[config.mk]
export PLATFORM = sky130hd
export DESIGN_NAME = mac_acc
export DESIGN_NICKNAME = d
export VERILOG_FILES = /design/src/rtl/mac_pkg.sv /design/src/rtl/mac_sat_add.sv /design/src/rtl/mac_acc.sv
export SDC_FILE = /design/constraint.sdc
export NUM_CORES = 1
export LEC_CHECK = 0
export CORE_UTILIZATION = 45
export DETAILED_ROUTE_END_ITERATION = 12
export DONT_BUFFER_PORTS = 1
export PLACE_DENSITY = 0.67
export SLEW_MARGIN = 30
export SYNTH_ARGS = -nofsm -noshare
export SYNTH_HDL_FRONTEND = slang
export SYNTH_SLANG_ARGS = --single-unit
[constraint.sdc]
create_clock -name clk -period 5.3 [get_ports clk]
set_clock_uncertainty 0.05 [all_clocks]
set_input_delay 0.53 -clock clk [delete_from_list [all_inputs] [get_ports clk]]
set_output_delay 0.53 -clock clk [all_outputs]
set_load 0.01 [all_outputs]
[src/rtl/mac_pkg.sv]
// mac_pkg: shared state encoding, default widths and saturating-add helper for mac_acc
package mac_pkg;
  typedef enum logic [1:0] {IDLE, ACC, DONE} state_e;
  localparam int DW_D = 8;
  localparam int AW_D = 32;
  localparam int QW = 2 * DW_D + 1;
  function automatic logic [AW_D:0] sat_add(input logic [AW_D-1:0] acc, input logic [QW-1:0] q);
    logic [AW_D:0] s;
    s = {acc[AW_D-1], acc} + {{(AW_D + 1 - QW){q[QW-1]}}, q};
    return (s[AW_D] != s[AW_D-1]) ? {1'b1, s[AW_D], {(AW_D - 1){~s[AW_D]}}} : {1'b0, s[AW_D-1:0]};
  endfunction
endpackage

[src/rtl/mac_sat_add.sv]
// mac_sat_add: sign-extend a product, add it to the accumulator and clamp to AW bits
module mac_sat_add #(
  parameter int DW = 8,
  parameter int AW = 32
) (
  input  logic [AW-1:0]   acc,
  input  logic [2*DW:0]   q,
  output logic [AW-1:0]   sum,
  output logic            ovf
);
  localparam int QW = 2 * DW + 1;
  logic [AW:0] s;
  always_comb begin
    s = {acc[AW-1], acc} + {{(AW + 1 - QW){q[QW-1]}}, q};
    // the two top bits of the AW+1-bit sum disagree exactly when it leaves AW-bit range
    ovf = s[AW] != s[AW-1];
    sum = ovf ? {s[AW], {(AW - 1){~s[AW]}}} : s[AW-1:0];
  end
endmodule

[src/rtl/mac_acc.sv]
// mac_acc: sums a programmed number of signed products into a saturating accumulator
module mac_acc
  import mac_pkg::*;
#(
  parameter int DW = 8,
  parameter int AW = 32,
  parameter int LW = 8
) (
  input  logic          clk,
  input  logic          rst_n,
  input  logic          start,
  input  logic [LW-1:0] len,
  input  logic          in_valid,
  output logic          in_ready,
  input  logic [2*DW:0] in_q,
  output logic          out_valid,
  input  logic          out_ready,
  output logic [AW-1:0] out_acc,
  output logic          out_sat
);
  state_e        state;
  logic [LW-1:0] cnt;
  logic [AW-1:0] acc, sum;
  logic          sat, ovf;
  mac_sat_add #(.DW(DW), .AW(AW)) u_add (.acc(acc), .q(in_q), .sum(sum), .ovf(ovf));
  always_ff @(posedge clk or negedge rst_n) begin
    if (!rst_n) begin
      state <= IDLE;
      cnt <= '0;
      acc <= '0;
      sat <= 1'b0;
    end else begin
      case (state)
        IDLE: if (start) begin
          acc <= '0;
          sat <= 1'b0;
          cnt <= len;
          state <= (len == '0) ? DONE : ACC;
        end
        ACC: if (in_valid) begin
          acc <= sum;
          sat <= sat | ovf;
          cnt <= cnt - LW'(1);
          if (cnt == LW'(1)) state <= DONE;
        end
        DONE: if (out_ready) state <= IDLE;
        default: state <= IDLE;
      endcase
    end
  end
  assign in_ready = state == ACC;
  assign out_valid = state == DONE;
  assign out_acc = acc;
  assign out_sat = sat;
endmodule

---- After elaboration in Yosys (flattened, before gate mapping) ----
Cells that the tools add are included.
operators by class
  add/sub/neg operators ................... 2
  bitwise operators ....................... 2
  equal/unequal tests ..................... 8
  muxes and demuxes ....................... 16
  reductions and logical operators ........ 5
operators with widths
  kind                                                 count
  two-way mux 32 bit                                   3
  one-hot mux 32 bit (2 select lines)                  1
  adder 32 x 17 -> 33 bit                              1
  two-way mux 8 bit                                    2
  one-hot mux 8 bit (2 select lines)                   1
  two-way mux 2 bit                                    5
  equality test 8 x 1 -> 1 bit, second input constant  1
  logical NOT 8 bit                                    1
  subtractor 8 x 1 -> 8 bit, second input constant     1
  one-hot mux 2 bit (3 select lines)                   1
  != test 2 x 1 -> 1 bit, second input constant        2
  != test 2 bit, second input constant                 2
  AND reduction 4 bit                                  1
  AND reduction 3 bit                                  1
  equality test 2 x 1 -> 1 bit, second input constant  1
  equality test 2 bit, second input constant           1
  logical NOT 2 bit                                    1
  two-way mux 1 bit                                    2
  one-hot mux 1 bit (2 select lines)                   1
  nonzero test 2 bit                                   1
  != test 1 bit                                        1
  inverter 1 bit                                       1
  bitwise OR 1 bit                                     1
storage, ports and cells
  input port bits ......................... 30
  bits in registers ....................... 43
  output and inout bits ................... 35
  logic and storage cells ................. 37

---- Longest topological paths before layout ----
Gate-level depths: netlist of run 1.
  word-level depth ........................ 5
  gate-level depth with buffers ........... 12
  depth with buffers taken out ............ 11

---- Modules after synthesis ----
A second synthesis of run 1 with hierarchy kept.
unflattened totals
  cells, all modules ...................... 443
  area total of the unflattened synthesis .. 3878.7 µm²
modules (own cells, without submodules)
  module       area each (µm²)  times used  cells an instance  seq. area each (µm²)
  mac_sat_add  2048.2           1           287                0.0
  mac_acc      1830.5           1           156                1076.0

---- Worst setup path after synthesis of run 1 ----
Ideal clock, no wire load.
  path type ............................... in2reg
  start point ............................. in in_q[0]
  end point ............................... reg acc[10] (netlist: out_acc[10])
  required time ........................... 5.129 ns
  setup time .............................. 0.121 ns
  stages .................................. 12
  slack ................................... 2.223 ns
  path buffers ............................ 1
  arrival ................................. 2.906 ns
  cell sequence ........................... ha_1 fa_1 a211o_1 a21bo_1 o2111ai_2 a21boi_1 o21ai_1 o211ai_1 mux2i_2 nor2_4 buf_6 a22o_1
on the way
  longest elaborated chain between the ends .. 5
  elaborated cells on any way between the ends .. 6
  those cells by class .................... 1 x add/sub; 1 x eq/ne; 3 x mux; 1 x bitwise
ends and longest elaborated chain
  what                                                    RTL line                              RTL
  start, declared                                         mac_acc.sv:15                         input logic [2*DW:0] in_q,
  adder 32 x 17 -> 33 bit (*)                             mac_sat_add.sv:14                     s = {acc[AW-1], acc} + {{(AW + 1 - QW){q[QW-1]}}, q};
  != test 1 bit / inverter 1 bit (equally long branches)  mac_sat_add.sv:16, mac_sat_add.sv:17
  two-way mux 32 bit (*)                                  mac_sat_add.sv:17                     sum = ovf ? {s[AW], {(AW - 1){~s[AW]}}} : s[AW-1:0];
  two-way mux 32 bit (*)                                  mac_acc.sv:40                         ACC: if (in_valid) begin
  one-hot mux 32 bit (2 select lines) (*)                 mac_acc.sv:33                         case (state)
  end signal, assigned                                    mac_acc.sv:41                         acc <= sum;
  end, declared                                           mac_acc.sv:23                         logic [AW-1:0] acc, sum;
Mark *: on every way between the ends. The rest lies on a longest branch, timed or not. The select of a mux whose other input is x is not followed.
A chain may end at the register's enable or synchronous reset.

---- Worst setup path after layout of run 1 ----
  start point ............................. reg acc[0] (netlist: out_acc[0])
  end point ............................... reg acc[12] (netlist: out_acc[12])
on the way
  longest elaborated chain between the ends .. 5
  elaborated cells on any way between the ends .. 6
  those cells by class .................... 1 x add/sub; 1 x eq/ne; 3 x mux; 1 x bitwise
ends and longest elaborated chain
  what                                                    RTL line
  adder 32 x 17 -> 33 bit (*)                             mac_sat_add.sv:14
  != test 1 bit / inverter 1 bit (equally long branches)  mac_sat_add.sv:16, mac_sat_add.sv:17
  two-way mux 32 bit (*)                                  mac_sat_add.sv:17
  two-way mux 32 bit (*)                                  mac_acc.sv:40
  one-hot mux 32 bit (2 select lines) (*)                 mac_acc.sv:33
Marked as above.

==> flow_summary.ini, run 1 <==
[outcome]
status = completed

[floorplan]
io_pins = 65
fp.dieH_um = 93.8
start_util_pct = 46.4
die_w_um = 93.8
die_area_um2 = 8810
core_area_um2 = 8180
row_count = 33

[routing]
remaining_drc_errors = 0
wirelength_um = 8990
routedWlPerCell_um = 16.9
vias = 3256
ant_nets = 0
drt-pass1-iter-count = 4
viasPerCell = 6.12
first_iter_violations = 154

[clock_network]
clockRootBuffer = clkbuf_8
clk_path_buf_depth = 2
cts_setup_buffers = 0
cts_tree = built
clk-insertion-delay-late_ns = 0.31
clk_pin_slew_ns = 0.09
cts_hold_buf = 1
post_cts_resized = 0
cts_sinks = 43
cts_max_level = 2
numCtsBuffers = 5

[timing]
min_period_ns = 3.61
min_period_over_period_pct = 68.1
max_freq_mhz = 277
relSlewSlack_pct = 40.6
setup_viol = 0
hold_viol_final = 0
grt_setup_unrepaired = no
drv_slew = 0
whs_ns = 0.00738
layout_setup_ws_ns = 1.69
worstMarginPinSlew_ns = 0.892
tns_ns = 0

[global_route]
overflow = 0
antenna_found_initial = 0
grt_pass1_vias = 3187
grt_usage_pct = 21.5
grt_start_max_net_pins = 47
grt_pass1_wl_um = 15200

[critical_path]
critPathCaptureType = register
r2r_cells = 11
startpoint_type = register
crit_arrival_ns = 3.75
crit_path_max_fanout = 32
worstPathRequired_ns = 5.44
path_class = reg -> reg

[synthesis]
synth-edff-count = 0
ys_top_cells_by_count = nand2_1, dfrtp_1, a21oi_1, ha_1, o21ai_0
yosysWarningCount = 0
synth_seq_area_share_pct = 28.3
yosysMostFrequentCell = nand2_1
synth_top_area_share_pct = 28.3
synth_area_leaders = dfrtp_1, ha_1, a22o_1
synthDistinctLibCells = 65
synth_largest_area_cell = dfrtp_1
synthCells = 441
synth.avg_cell_area_um2 = 8.61
synth-seq-cells = 43
syn_nets = 506
synthArstFlopShare_pct = 100
netlist_area_um2 = 3800
synth-main-ff-cell = dfrtp_1

[cells_and_area]
layout.nets = 491
fin_area_um2 = 3940
area_delta_synth_final_pct = 3.76
final_util_pct = 48.2
stdcell_count = 532
drive_above_1_share_pct = 6.79
n_antenna_cell = 0

[placement]
port_buffers = 0
placed_area_um2 = 3800
dp_slack_ns = 1.57
dp_hpwl_um = 6480
place_inst = 523
gp_congestion = 0.898

[power_and_ir_drop]
peakVddDrop_v = 0.000216
p_per_area_nw_per_um2 = 599
power.leakage_nw = 1.81
p_total_mw = 2.36

[worst_hold_path]
hold_class = in -> async

[job]
drv_cap = 0
area by class of cell:
| class | count | area [µm²] |
|---|---|---|
| inverters | 7 | 26.3 |
| repair buffers | 1 | 27.5 |
| clock buffers | 5 | 68.8 |
| multi-input cells | 368 | 2560 |
| well taps | 105 | 131 |
| clock inverters | 3 | 43.8 |
| flip-flops and latches | 43 | 1080 |
| fillers | 814 | 4240 |
worst max-delay path: stages, from the launching register on:
cell	delay [ns]
dfrtp_1	0.44
ha_1	0.25
fa_1	0.43
a211o_1	0.31
a21bo_1	0.20
o2111ai_2	0.18
a21boi_1	0.11
o21ai_1	0.29
o21ai_2	0.15
xnor2_4	0.71
nand2_1	0.12
a22o_1	0.24
metal layers:
layer / share of wire [%] / track usage [%] / wire, µm
met5: 0 / 0 / 0
met4: 1.4 / 5.64 / 123
met3: 5.5 / 4.69 / 498
met2: 45 / 35.0 / 4090
met1: 48 / 28.5 / 4280
kinds of logic (layout without fill, tap and decap cells):
logic type / count (synthesis) / count (layout) / synth area share, %
fa+ha+maj: 35 / 35 / 11.7
compound gates: 173 / 173 / 31.8
simple gates: 129 / 129 / 16.2
xor+xnor: 29 / 29 / 7.19
mux: 2 / 2 / 0.626
buf+inv: 30 / 16 / 4.09
flops: 43 / 43 / 28.3
registers in the layout, indices dropped and copies added, names as in the netlist:
| register | count |
|---|---|
| out_acc | 32 |
| out_sat | 1 |
| cnt | 8 |
| state | 2 |
worst paths after layout:
path,start,endpoint,slack [ns]
setup reg to reg,out_acc[0],out_acc[12],1.69
hold reg to reg,cnt[1],cnt[1],0.47
hold / removal,rst_n,out_acc[5],0.007
max in group asynchronous,rst_n,out_acc[18],4.99
setup / recovery,out_acc[0],out_acc[12],1.69
min in group clk,out_ready,state[1],0.28
layout by cell type, fill, tap and decap left out, types with 3 or more instances in the layout:
master / n
a21boi_0: 3
a21o_1: 11
a21oi_1: 41
a22o_1: 26
a22oi_1: 4
a31oi_1: 4
and2_1: 3
and3_1: 6
clkbuf_8: 5
dfrtp_1: 43
ha_1: 34
inv_1: 7
nand2_1: 55
nand2b_1: 6
nand3_1: 11
nand4_1: 3
nor2_1: 20
nor2b_1: 8
nor3_1: 5
o211ai_1: 5
o21a_1: 3
o21ai_0: 33
o21ai_1: 6
o21bai_1: 5
or2_2: 3
xnor2_1: 13
xor2_1: 15
report_power, final:
part           switching, mW  internal [mW]
Sequential             0.175          0.459
Clock                  0.128          0.141
Combinational          0.838          0.616
Note: power is estimated with default switching activity, not from simulation.
==> run 2: changes to the inputs <==
Clock period 5.3 ns to 3.7 ns, I/O delays scaled along.
==> run 2 against run 1 <==
Via count is 2.3% higher; largest cell class unchanged; largest power group unchanged; critical path type unchanged; power is 50% higher; cell count is 0.75% higher.
==> flow_summary.ini, run 2 (synthesized netlist as in run 1, its figures left out) <==
[critical_path]
startpoint_type = register
path_class = reg -> reg
timing.rr.start = out_acc[0]
critPathLaunch = out_acc[0]
worstPathRequired_ns = 3.84
crit_chain = ha_1 > fa_1 > a211o_1 > a21bo_1 > o2111ai_2 > a21boi_1 > o21ai_1 > o211ai_1 > mux2i_2 > nor2_4 > buf_4 > a22o_1
critPathSlowestCell = dfrtp_1
crit_arrival_ns = 3.45
max_stage_delay_ns = 0.45
critPathCaptureType = register
crit_path_max_fanout = 26

[timing]
min_period_ns = 3.30
worstMarginPinSlew_ns = 0.914
grt_setup_unrepaired = no
max_freq_mhz = 303
hold_viol_final = 0
relSlewSlack_pct = 39.1
min_period_over_period_pct = 89.3
setup_viol = 0
tns_ns = 0
drv_slew = 0

[placement]
gp_congestion = 0.912
dp_hpwl_um = 6750
placed_area_um2 = 3830
port_buffers = 0

[routing]
remaining_drc_errors = 0
wirelength_um = 9450
vias = 3332
drt-pass1-iter-count = 5
routedWlPerCell_um = 17.6
ant_nets = 0
first_iter_violations = 131
viasPerCell = 6.22

[clock_network]
clockRootBuffer = clkbuf_8
numCtsBuffers = 5
clk_pin_slew_ns = 0.09
cts_sinks = 43
clk-insertion-delay-late_ns = 0.30
cts_max_level = 2
clk_path_buf_depth = 2
cts_tree = built

[power_and_ir_drop]
power.leakage_nw = 1.85
p_per_area_nw_per_um2 = 881
peakVddDrop_v = 0.000334
p_total_mw = 3.53

[cells_and_area]
fill_cells = 794
final_common_cell = nand2_1
n_antenna_cell = 0
drive_above_1_share_pct = 7.19
layout.nets = 495
area_delta_synth_final_pct = 5.47
fin_area_um2 = 4000
mostFrequentLayoutCells = nand2_1, dfrtp_1, a21oi_1, ha_1, o21ai_0
final_util_pct = 49.0
largest_reg_flops = 32

[worst_hold_path]
min-delay-start = out_ready
hold_class = in -> reg

[floorplan]
row_count = 33
io_pins = 65
fp.dieH_um = 93.8
core_area_um2 = 8180
start_util_pct = 46.4
die_w_um = 93.8
die_area_um2 = 8810

[outcome]
status = completed

[global_route]
grt_pass1_wl_um = 15400
grt_pass1_vias = 3182
grt_start_max_net_pins = 47
antenna_found_initial = 0
overflow = 0
grt_usage_pct = 21.8

[job]
drv_cap = 0
[run 2: cell count changes in the layout (fill, tap and decap cells not counted), sizes merged]
cell / previous run / this run
dlygate4sd3: 0 / 1
clkbuf: 5 / 6
clkinv: 2 / 0
buf: 1 / 4
bufinv: 1 / 2
[run 2: stage by stage]
step                      worst slack [ns]  std cells  hold WS [ns]
after floorplan                      0.734        441        0.0244
after global placement               0.526        526        0.0262
after detailed placement             0.402        526        0.0262
after CTS                            0.386        536         0.110
after global routing                 0.185        536         0.113
final                                0.395        536         0.113
[run 2: metal layers]
metal / global-route usage [%] / wire length, µm
met5: 0 / 0
met4: 5.38 / 123
met3: 5.02 / 609
met2: 35.4 / 4310
met1: 29.2 / 4410
[run 2: layout make-up]
| type | count | area [µm²] | share of cell area (%) |
|---|---|---|---|
| multi-input cells | 368 | 2560 | 64.1 |
| flip-flops and latches | 43 | 1080 | 26.9 |
| well taps | 105 | 131 | 3.28 |
| clock buffers | 6 | 72.6 | 1.81 |
| repair buffers | 5 | 72.6 | 1.81 |
| clock inverters | 2 | 60.1 | 1.50 |
| inverters | 7 | 26.3 | 0.656 |
[run 2: worst paths after layout]
| kind | endpoint | slack, ns | depth (start not counted) |
|---|---|---|---|
| min | state[1] | 0.11 | 1 |
| max reg2reg | out_acc[2] | 0.40 | 12 |
| min in group asynchronous | out_acc[3] | 0.52 | 2 |
| min reg2reg | cnt[1] | 0.48 | 2 |
| max | out_acc[2] | 0.40 | 12 |
| max in group asynchronous | cnt[1] | 2.87 | 2 |
[run 2: repair_timing]
action / in CTS / in global routing
hold endpoints to repair: 43 / 0
buffers inserted: 0 / 0
resized for setup: 0 / 0
hold buffers: 2 / 0
[run 2: power breakdown]
part	switching [mW]	internal [mW]	total [mW]
logic	1.24	0.928	2.17
clock network	0.182	0.270	0.453
registers	0.252	0.657	0.909
[run 2: worst max-delay path: cells and delay by family (launching register included)]
kind	cells	cell delay (ns)
AND/OR/NAND/NOR	1	0.04
multiplexers	1	0.25
AO/OA/AOI/OAI	7	1.47
adder cells (fa/ha/maj)	2	0.69
flip-flops	1	0.45
buffers and inverters	1	0.22
